`config.mk`:
```
export PLATFORM = sky130hd
export DESIGN_NAME = sl_tx_arbiter
export DESIGN_NICKNAME = d
export VERILOG_FILES = /design/src/rtl/sl_tx_arbiter_pkg.sv /design/src/rtl/sl_rr_picker.sv /design/src/rtl/sl_tx_arbiter.sv
export SDC_FILE = /design/constraint.sdc
export NUM_CORES = 1
export LEC_CHECK = 0
export CAP_MARGIN = 20
export CORE_ASPECT_RATIO = 1.25
export CORE_MARGIN = 2
export CORE_UTILIZATION = 37
export CTS_CLUSTER_SIZE = 30
export DETAILED_ROUTE_END_ITERATION = 8
export HOLD_SLACK_MARGIN = 0.03
export PLACE_DENSITY = 0.87
export SYNTH_ARGS = -nofsm -noshare
export SYNTH_HDL_FRONTEND = slang
export SYNTH_SLANG_ARGS = --single-unit
export TNS_END_PERCENT = 10
```
`constraint.sdc`:
```
create_clock -name clock -period 2.5 [get_ports clock]
set_input_delay 0.625 -clock clock [delete_from_list [all_inputs] [get_ports clock]]
set_output_delay 0.625 -clock clock [all_outputs]
set_load 0.03 [all_outputs]
```
`src/rtl/sl_tx_arbiter_pkg.sv`:
```
// Shared definitions for the SlTransmitter arbiter.
//   MODE_*          : word-size encodings carried on req_mode / tx_mode
//   sl_arb_state_t  : arbiter FSM state encoding
package sl_tx_arbiter_pkg;

  localparam logic [1:0] MODE_8       = 2'b00;
  localparam logic [1:0] MODE_16      = 2'b01;
  localparam logic [1:0] MODE_32      = 2'b10;
  localparam logic [1:0] MODE_ILLEGAL = 2'b11;

  typedef enum logic [2:0] {
    ST_IDLE,
    ST_START,
    ST_WAIT_ACCEPT,
    ST_BUSY,
    ST_DONE,
    ST_ABORT
  } sl_arb_state_t;

endpackage

```
`src/rtl/sl_rr_picker.sv`:
```
// Combinational round-robin priority encoder.
//   req    in  : request vector
//   last   in  : index of the previous winner; scanning starts one above it
//   valid  out : at least one request is set
//   winner out : first set request found scanning upward from last+1, wrapping
module sl_rr_picker #(
  parameter  int NUM_REQ = 4,
  localparam int IW      = $clog2(NUM_REQ)
) (
  input  logic [NUM_REQ-1:0] req,
  input  logic [IW-1:0]      last,
  output logic               valid,
  output logic [IW-1:0]      winner
);

  logic [IW-1:0] idx;

  // Walk from the farthest candidate to the nearest so the nearest set
  // request is the final assignment and therefore the winner.
  always_comb begin
    valid  = 1'b0;
    winner = last;
    idx    = '0;
    for (int k = NUM_REQ; k >= 1; k--) begin
      idx = IW'((int'(last) + k) % NUM_REQ);
      if (req[idx]) begin
        valid  = 1'b1;
        winner = idx;
      end
    end
  end

endmodule

```
`src/rtl/sl_tx_arbiter.sv`:
```
// Round-robin arbiter sharing one SlTransmitter between NUM_REQ requesters.
// Latches the winning word/mode, sequences enable -> accept -> completion and
// returns a per-requester ack (with err on failure). A watchdog aborts a
// transfer if the transmitter stalls in WAIT_ACCEPT or BUSY.
//   clock, reset_n      : core clock, async active-low reset
//   arb_en              : gate for new grants (in-flight transfer completes)
//   req/req_data/req_mode : per-requester request level, word and mode
//   ack, err            : one-cycle completion pulse / failure flag
//   busy, grant_id      : FSM not idle / current or last winner
//   tx_ready            : transmitter idle (synchronous to clock)
//   tx_enable, tx_data, tx_mode : start pulse and latched word/mode
//
// state          | meaning
// ST_IDLE        | waiting for arb_en, a request and an idle transmitter
// ST_START       | tx_enable high for this single cycle
// ST_WAIT_ACCEPT | waiting for tx_ready to fall (transmitter took the word)
// ST_BUSY        | waiting for tx_ready to return (transfer finished)
// ST_DONE        | ack issued, err low
// ST_ABORT       | ack issued, err high (watchdog expired)
module sl_tx_arbiter
  import sl_tx_arbiter_pkg::*;
#(
  parameter  int NUM_REQ    = 4,
  parameter  int DATA_WIDTH = 32,
  parameter  int TIMEOUT    = 255,
  localparam int IW         = $clog2(NUM_REQ),
  localparam int WW         = $clog2(TIMEOUT + 1)
) (
  input  logic                          clock,
  input  logic                          reset_n,
  input  logic                          arb_en,
  input  logic [NUM_REQ-1:0]            req,
  input  logic [NUM_REQ*DATA_WIDTH-1:0] req_data,
  input  logic [NUM_REQ*2-1:0]          req_mode,
  output logic [NUM_REQ-1:0]            ack,
  output logic                          err,
  output logic                          busy,
  output logic [IW-1:0]                 grant_id,
  input  logic                          tx_ready,
  output logic                          tx_enable,
  output logic [DATA_WIDTH-1:0]         tx_data,
  output logic [1:0]                    tx_mode
);

  sl_arb_state_t state, next_state;

  logic [WW-1:0]         wdog, wdog_next, wdog_inc;
  logic                  pick_valid;
  logic [IW-1:0]         pick_id;
  logic [DATA_WIDTH-1:0] pick_data;
  logic [1:0]            pick_mode;
  logic                  grant_load, data_load;
  logic [NUM_REQ-1:0]    ack_next;
  logic                  err_next;
  logic [NUM_REQ-1:0]    one_hot_pick, one_hot_grant;

  sl_rr_picker #(.NUM_REQ(NUM_REQ)) u_picker (
    .req    (req),
    .last   (grant_id),
    .valid  (pick_valid),
    .winner (pick_id)
  );

  always_comb begin
    pick_data = '0;
    pick_mode = MODE_8;
    for (int i = 0; i < NUM_REQ; i++) begin
      if (pick_id == IW'(i)) begin
        pick_data = req_data[i*DATA_WIDTH +: DATA_WIDTH];
        pick_mode = req_mode[i*2 +: 2];
      end
    end
  end

  assign one_hot_pick  = {{(NUM_REQ-1){1'b0}}, 1'b1} << pick_id;
  assign one_hot_grant = {{(NUM_REQ-1){1'b0}}, 1'b1} << grant_id;

  // Saturating so the counter can never wrap past the compare value.
  assign wdog_inc = (wdog == {WW{1'b1}}) ? wdog : wdog + 1'b1;

  always_comb begin
    next_state = state;
    wdog_next  = wdog;
    grant_load = 1'b0;
    data_load  = 1'b0;
    ack_next   = '0;
    err_next   = 1'b0;
    case (state)
      ST_IDLE: begin
        if (arb_en && pick_valid && tx_ready) begin
          grant_load = 1'b1;
          // An illegal mode is rejected on the spot: ack+err, no transfer.
          if (pick_mode == MODE_ILLEGAL) begin
            ack_next = one_hot_pick;
            err_next = 1'b1;
          end else begin
            data_load  = 1'b1;
            next_state = ST_START;
          end
        end
      end
      ST_START: begin
        wdog_next  = '0;
        next_state = ST_WAIT_ACCEPT;
      end
      ST_WAIT_ACCEPT: begin
        if (!tx_ready) begin
          wdog_next  = '0;
          next_state = ST_BUSY;
        end else begin
          wdog_next = wdog_inc;
          if (wdog_inc == WW'(TIMEOUT)) begin
            next_state = ST_ABORT;
            ack_next   = one_hot_grant;
            err_next   = 1'b1;
          end
        end
      end
      ST_BUSY: begin
        if (tx_ready) begin
          next_state = ST_DONE;
          ack_next   = one_hot_grant;
        end else begin
          wdog_next = wdog_inc;
          if (wdog_inc == WW'(TIMEOUT)) begin
            next_state = ST_ABORT;
            ack_next   = one_hot_grant;
            err_next   = 1'b1;
          end
        end
      end
      ST_DONE:  next_state = ST_IDLE;
      ST_ABORT: next_state = ST_IDLE;
      default:  next_state = ST_IDLE;
    endcase
  end

  always_ff @(posedge clock or negedge reset_n) begin
    if (!reset_n) begin
      state     <= ST_IDLE;
      wdog      <= '0;
      grant_id  <= IW'(NUM_REQ - 1);
      tx_data   <= '0;
      tx_mode   <= MODE_8;
      ack       <= '0;
      err       <= 1'b0;
      tx_enable <= 1'b0;
      busy      <= 1'b0;
    end else begin
      state     <= next_state;
      wdog      <= wdog_next;
      ack       <= ack_next;
      err       <= err_next;
      tx_enable <= (next_state == ST_START);
      busy      <= (next_state != ST_IDLE);
      if (grant_load) grant_id <= pick_id;
      if (data_load) begin
        tx_data <= pick_data;
        tx_mode <= pick_mode;
      end
    end
  end

endmodule

```
==> results of run 1 <==
==> logic make-up (layout without fill, tap and decap cells) <==
group | count (synthesis) | after routing | share of synthesized area
buffers and inverters | 32 | 259 | 0.0471
xor gates and xnor gates | 2 | 2 | 0.00465
DFF | 54 | 54 | 0.359
muxes | 134 | 134 | 0.375
and+or+nand+nor | 60 | 60 | 0.0817
AOI/OAI and AO/OA | 62 | 63 | 0.115
adders and majority gates | 5 | 5 | 0.0166
==> power groups by stage <==
stage	Sequential [mW]	Clock, mW	Combinational (mW)
final	1.48	0.681	5.32
after global routing	1.53	0.727	5.62
after CTS	1.48	0.700	5.19
after detailed placement	1.48	0	4.92
after global placement	1.48	0	4.81
after floorplan	2.05	0	2.57
==> metal layers <==
metal	vias up	track usage	wire, um
li1	1752	-	-
met1	1774	0.233	4560
met2	133	0.408	6710
met3	19	0.0359	616
met4	0	0.0599	260
met5	-	0	0
==> cell type report <==
| class | instances | area share |
|---|---|---|
| inverters | 10 | 0.00681 |
| flip-flops and latches | 54 | 0.205 |
| clock buffers | 6 | 0.0195 |
| repair buffers | 241 | 0.373 |
| well taps | 129 | 0.0244 |
| multi-input cells | 264 | 0.370 |
| clock inverters | 2 | 0.00208 |
==> per-stage QoR <==
stage               area (um2)  hold slack, ps  TNS, ps
global route              6620             368    -2030
finish                    6620             338     -589
CTS                       6530             350     -224
floorplan                 3930             329    -1550
detailed placement        6210             498   -13590
global placement          6210             490   -12140
==> registers in the layout, summed over array words and instances (netlist names) <==
name       count
tx_enable      1
wdog           8
tx_data       32
grant_id       2
state          3
ack            4
err            1
busy           1
tx_mode        2
==> Yosys cell counts (2+ instances only) <==
cell / count
buf_2: 7
nand2_1: 13
dfrtp_1: 52
nand4_1: 2
a31oi_1: 3
mux2i_1: 99
nand2b_1: 4
ha_1: 5
clkbuf_1: 6
a21oi_1: 11
a32o_1: 3
nor2_1: 12
and2_1: 2
dfstp_2: 2
a21o_1: 4
o21a_1: 5
mux2_2: 12
a41oi_1: 2
mux2_4: 8
o21ai_0: 13
a22o_1: 2
a211oi_1: 4
mux2_1: 15
o31ai_1: 2
buf_6: 2
xnor2_1: 2
nand3_1: 12
o2111ai_1: 2
nor2b_1: 4
nor3_1: 3
buf_4: 6
inv_1: 9
and3_1: 2
o211ai_1: 2
==> worst max-delay path: stages, from the launching register on <==
cell and delay, ps:
dfstp_2 570, inv_4 40, ha_4 320, buf_4 140, o21a_1 150, o21ai_2 80
o211ai_1 270, nand3_2 170, inv_4 150, buf_6 120, buf_12 120, mux2_4 300
==> worst paths after layout <==
check                              end  slack [ps]
max reg2reg                tx_data[19]         -50
max in group asynchronous  grant_id[1]        1530
max                        tx_data[19]         -50
min reg2reg                   state[1]         510
min                             ack[0]         340
min in group clock            state[1]         510
==> repair_timing <==
item | 4_1_cts | 5_1_grt
endpoints found under the setup margin | 36 | 37
cloned | 3 | 1
pin swaps | 12 | 8
hold endpoints to repair | 0 | 0
setup buffers | 7 | 3
resized for setup | 26 | 11
==> results.ini, run 1 <==
[pwr]
sequentialPowerShare = 0.198
power-per-cell-area_nw_per_um2 = 1130
power_frac_comb = 0.711
finalPower_mw = 7.49
p_int_mw = 4.44
p_clk_frac = 0.091
p_sw_frac = 0.407
power_switching_mw = 3.05
p_leak_nw = 2.89
ir_drop_v = 0.000651

[setup_path]
crit_fanout = 7
reg2reg_depth = 11
critPathLaunchType = flop
startpoint = grant_id[0]
end_kind = flop
critPathRequiredTime_ps = 2670
worstSetupPathType = reg2reg
arrival_ps = 2710
r2r_start = grant_id[0]

[floorplan]
coreArea_um2 = 10000
start_util = 0.377
rows = 41
die_w_um = 94.3
io_pins = 187
dieArea_um2 = 11000
fp.dieH_um = 117

[detailed_routing]
finalWirelength_um = 12100
drc_errors = 0
drt_iter0_markers = 140
firstDrtPassIters = 4
vias = 3678
routedWlPerCell_um = 17.2
vias_per_cell = 5.21
ant_nets = 0

[timing]
fin_crit_ps = 2550
setup_viol_count_final = 22
finClkSkew_ps = 5.26
worst_slack_ps = -46.6
rsz0062_at_grt = yes
relSlewSlack = 0.615
period_share = 1.02
slew_viol_final = 0
hold_viol_final = 0
max_freq_ghz = 0.393
worstMarginPinSlew_ps = 577

[grt]
grt.overflow.total = 0
antenna_found_initial = 0
grt_use_total = 0.210
grt_pass1_vias = 3842
grt_max_degree = 34
grt_pass1_wl_um = 18200

[logic_synthesis]
mappedNetlistArea_um2 = 3770
yosys-top-cells-area = dfrtp_1 35%, mux2i_1 26%, mux2_1 4.5%, mux2_2 3.6%, mux2_4 3.2%
yosysTopAreaCellShare = 0.345
synthCells = 349
synth_edf_count = 0
ys_seq_area_frac = 0.359
synth-warning-count = 0
ys.flop_type = dfrtp_1
synth_area_per_cell_um2 = 10.8
synth_nets = 498
yosysTopAreaCell = dfrtp_1
ys_types = 51
ys_seq_elements = 54
async_flop_share = 1.00

[cells_and_area]
syn_to_final_growth_pct = 75.6
register_area_um2 = 1350
fillerInstances = 768
drive_gt1_frac = 0.218
fin_cells = 706
multi_input_area_um2 = 2450
mostFrequentLayoutCells = 181 x clkdlybuf4s50_1, 97 x mux2i_1, 52 x dfrtp_1
utilization = 0.662
layout_commonest_cell = clkdlybuf4s50_1
fin_nets = 725
insertedDiodeCount = 0

[cts]
cts_buffer_depth = 2
clock-sinks = 54
numCtsBuffers = 5
clk_latency_ps = 280
cts_tree = done
clk_pin_slew_worst_paths_ps = 70
hold_buffers = 0
cts-root-buf = clkbuf_16
htree_levels = 2

[status]
run_status = finished, violations left
violations = setup timing

[run]
cap_violations = 0

[placement]
place_congestion = 0.874
dp_slack_ps = -394
placed_cells = 685
io_buffers = 186
hpwl_um = 9500

[min_path]
hp-class = in2async

(Power assumes the default switching activity.)
==> run 2: changes to the inputs <==
--- a/config.mk
+++ b/config.mk
@@ -8,11 +8,11 @@
 export CAP_MARGIN = 20
 export CORE_ASPECT_RATIO = 1.25
 export CORE_MARGIN = 2
-export CORE_UTILIZATION = 37
+export CORE_UTILIZATION = 30
 export CTS_CLUSTER_SIZE = 30
 export DETAILED_ROUTE_END_ITERATION = 8
 export HOLD_SLACK_MARGIN = 0.03
-export PLACE_DENSITY = 0.87
+export PLACE_DENSITY_LB_ADDON = 0.05
 export SYNTH_ARGS = -nofsm -noshare
 export SYNTH_HDL_FRONTEND = slang
 export SYNTH_SLANG_ARGS = --single-unit
==> run 2 against run 1 <==
  * Critical path type unchanged
  * Core utilization down 13 points
  * Critical path depth down 2
  * Register-to-register slack better by 40 ps
  * The run still ends with setup timing left
  * Critical endpoint is now tx_data[18]
==> results.ini, run 2 (same netlist as run 1, synthesis figures left out) <==
[detailed_routing]
vias_per_cell = 4.91
routedWlPerCell_um = 16.0
drc_errors = 0
vias = 3557
ant_nets = 0
firstDrtPassIters = 5
finalWirelength_um = 11600
drt_iter0_markers = 86

[cts]
clk_pin_slew_worst_paths_ps = 70
hold_buffers = 0
clk_latency_ps = 290
clock-sinks = 54
cts_buffer_depth = 2
numCtsBuffers = 5
cts_tree = done
htree_levels = 2
cts-root-buf = clkbuf_16

[floorplan]
rows = 45
die_w_um = 104
io_pins = 187
dieArea_um2 = 13500
fp.dieH_um = 129
coreArea_um2 = 12200
start_util = 0.308

[grt]
antenna_found_initial = 0
grt_use_total = 0.166
grt_pass1_wl_um = 18000
grt.overflow.total = 0
grt_pass1_vias = 3595
grt_max_degree = 27

[timing]
worst_slack_ps = -8.25
fin_crit_ps = 2510
period_share = 1.00
setup_viol_count_final = 6
finClkSkew_ps = 3.31
hold_viol_final = 0
max_freq_ghz = 0.399
tns_ps = -21.5
slew_viol_final = 0
relSlewSlack = 0.666
rsz0062_at_grt = yes
hold_slack_ps = 295
worstMarginPinSlew_ps = 501

[pwr]
finalPower_mw = 7.05
ir_drop_v = 0.000456
power-per-cell-area_nw_per_um2 = 1100
p_leak_nw = 2.78

[setup_path]
endpoint = tx_data[18]
end_kind = flop
reg2reg_to = tx_data[18]
crit_fanout = 14
startpoint = grant_id[0]
arrival_ps = 2680
worstSetupPathType = reg2reg
reg2reg_depth = 9
r2r_start = grant_id[0]
critPathLaunchType = flop
critPathRequiredTime_ps = 2680
rrSetupSlack_ps = -8

[cells_and_area]
insertedDiodeCount = 0
stdcell_area_um2 = 6440
syn_to_final_growth_pct = 70.9
drive_gt1_frac = 0.194
regMostFlops = tx_data
layout_commonest_cell = clkdlybuf4s50_1
mostFrequentLayoutCells = 182 x clkdlybuf4s50_1, 95 x mux2i_1, 52 x dfrtp_1
fillerInstances = 1125
largest_reg_flops = 32
top_regs = tx_data x32, wdog x8, ack x4
fin_nets = 710
utilization = 0.527

[placement]
dpl_cell_area_um2 = 6210
io_buffers = 186
place_congestion = 0.810
hpwl_um = 9400

[status]
run_status = finished, violations left
violations = setup timing

[min_path]
hp-class = in2async

[run]
cap_violations = 0

[run 2: layout make-up]
type / instances / area (um2) / share of cell area
clock buffers: 5 / 125 / 0.0194
flip-flops and latches: 54 / 1350 / 0.210
repair buffers: 227 / 2290 / 0.356
multi-input cells: 263 / 2400 / 0.373
well taps: 164 / 205 / 0.0319
clock inverters: 2 / 13.8 / 0.00214
inverters: 10 / 47.5 / 0.00738
[run 2: routing by layer]
metal  global-route usage  share of wire  vias up
met3               0.0503          0.070        7
li1                     -              -     1714
met2                0.313           0.52      126
met5                    0              0        -
met4               0.0413          0.011        0
met1                0.182           0.40     1710
[run 2: report_power, final]
group	internal (mW)	switching (mW)	total, mW
clock network	0.368	0.316	0.685
logic	2.54	2.36	4.90
registers	1.23	0.238	1.47
total	4.13	2.92	7.05
[run 2: through the flow]
stage / setup WS [ps] / std cells
3_5_place_dp: -466 / 714
2_1_floorplan: -55.1 / 349
5_1_grt: -93.0 / 725
6_report: -8.25 / 725
3_3_place_gp: -405 / 714
4_1_cts: -21.9 / 722
[run 2: how the worst min path moves through the flow]
| stage | from | end | cells past startpoint |
|---|---|---|---|
| final | reset_n | wdog[4] | 1 |
| after global routing | reset_n | wdog[5] | 1 |
| after CTS | reset_n | wdog[4] | 1 |
| after detailed placement | tx_data[25] | tx_data[25] | 1 |
| after global placement | tx_data[31] | tx_data[31] | 1 |
| after floorplan | reset_n | ack[0] | 0 |
[run 2: worst max-delay path: stages, from the launching register on]
cell	delay, ps
dfstp_2	600
inv_4	60
ha_4	280
o311ai_4	350
nor2b_2	230
o211ai_1	140
nand3_2	150
clkinv_4	110
buf_12	170
mux2_4	300
[run 2: what timing repair did]
action / 4_1_cts / 5_1_grt
gates cloned: 0 / 1
endpoints found under the setup margin: 33 / 38
endpoints found under the hold margin: 0 / 0
setup buffers: 1 / 2
resized for setup: 9 / 10
pin swaps: 3 / 2
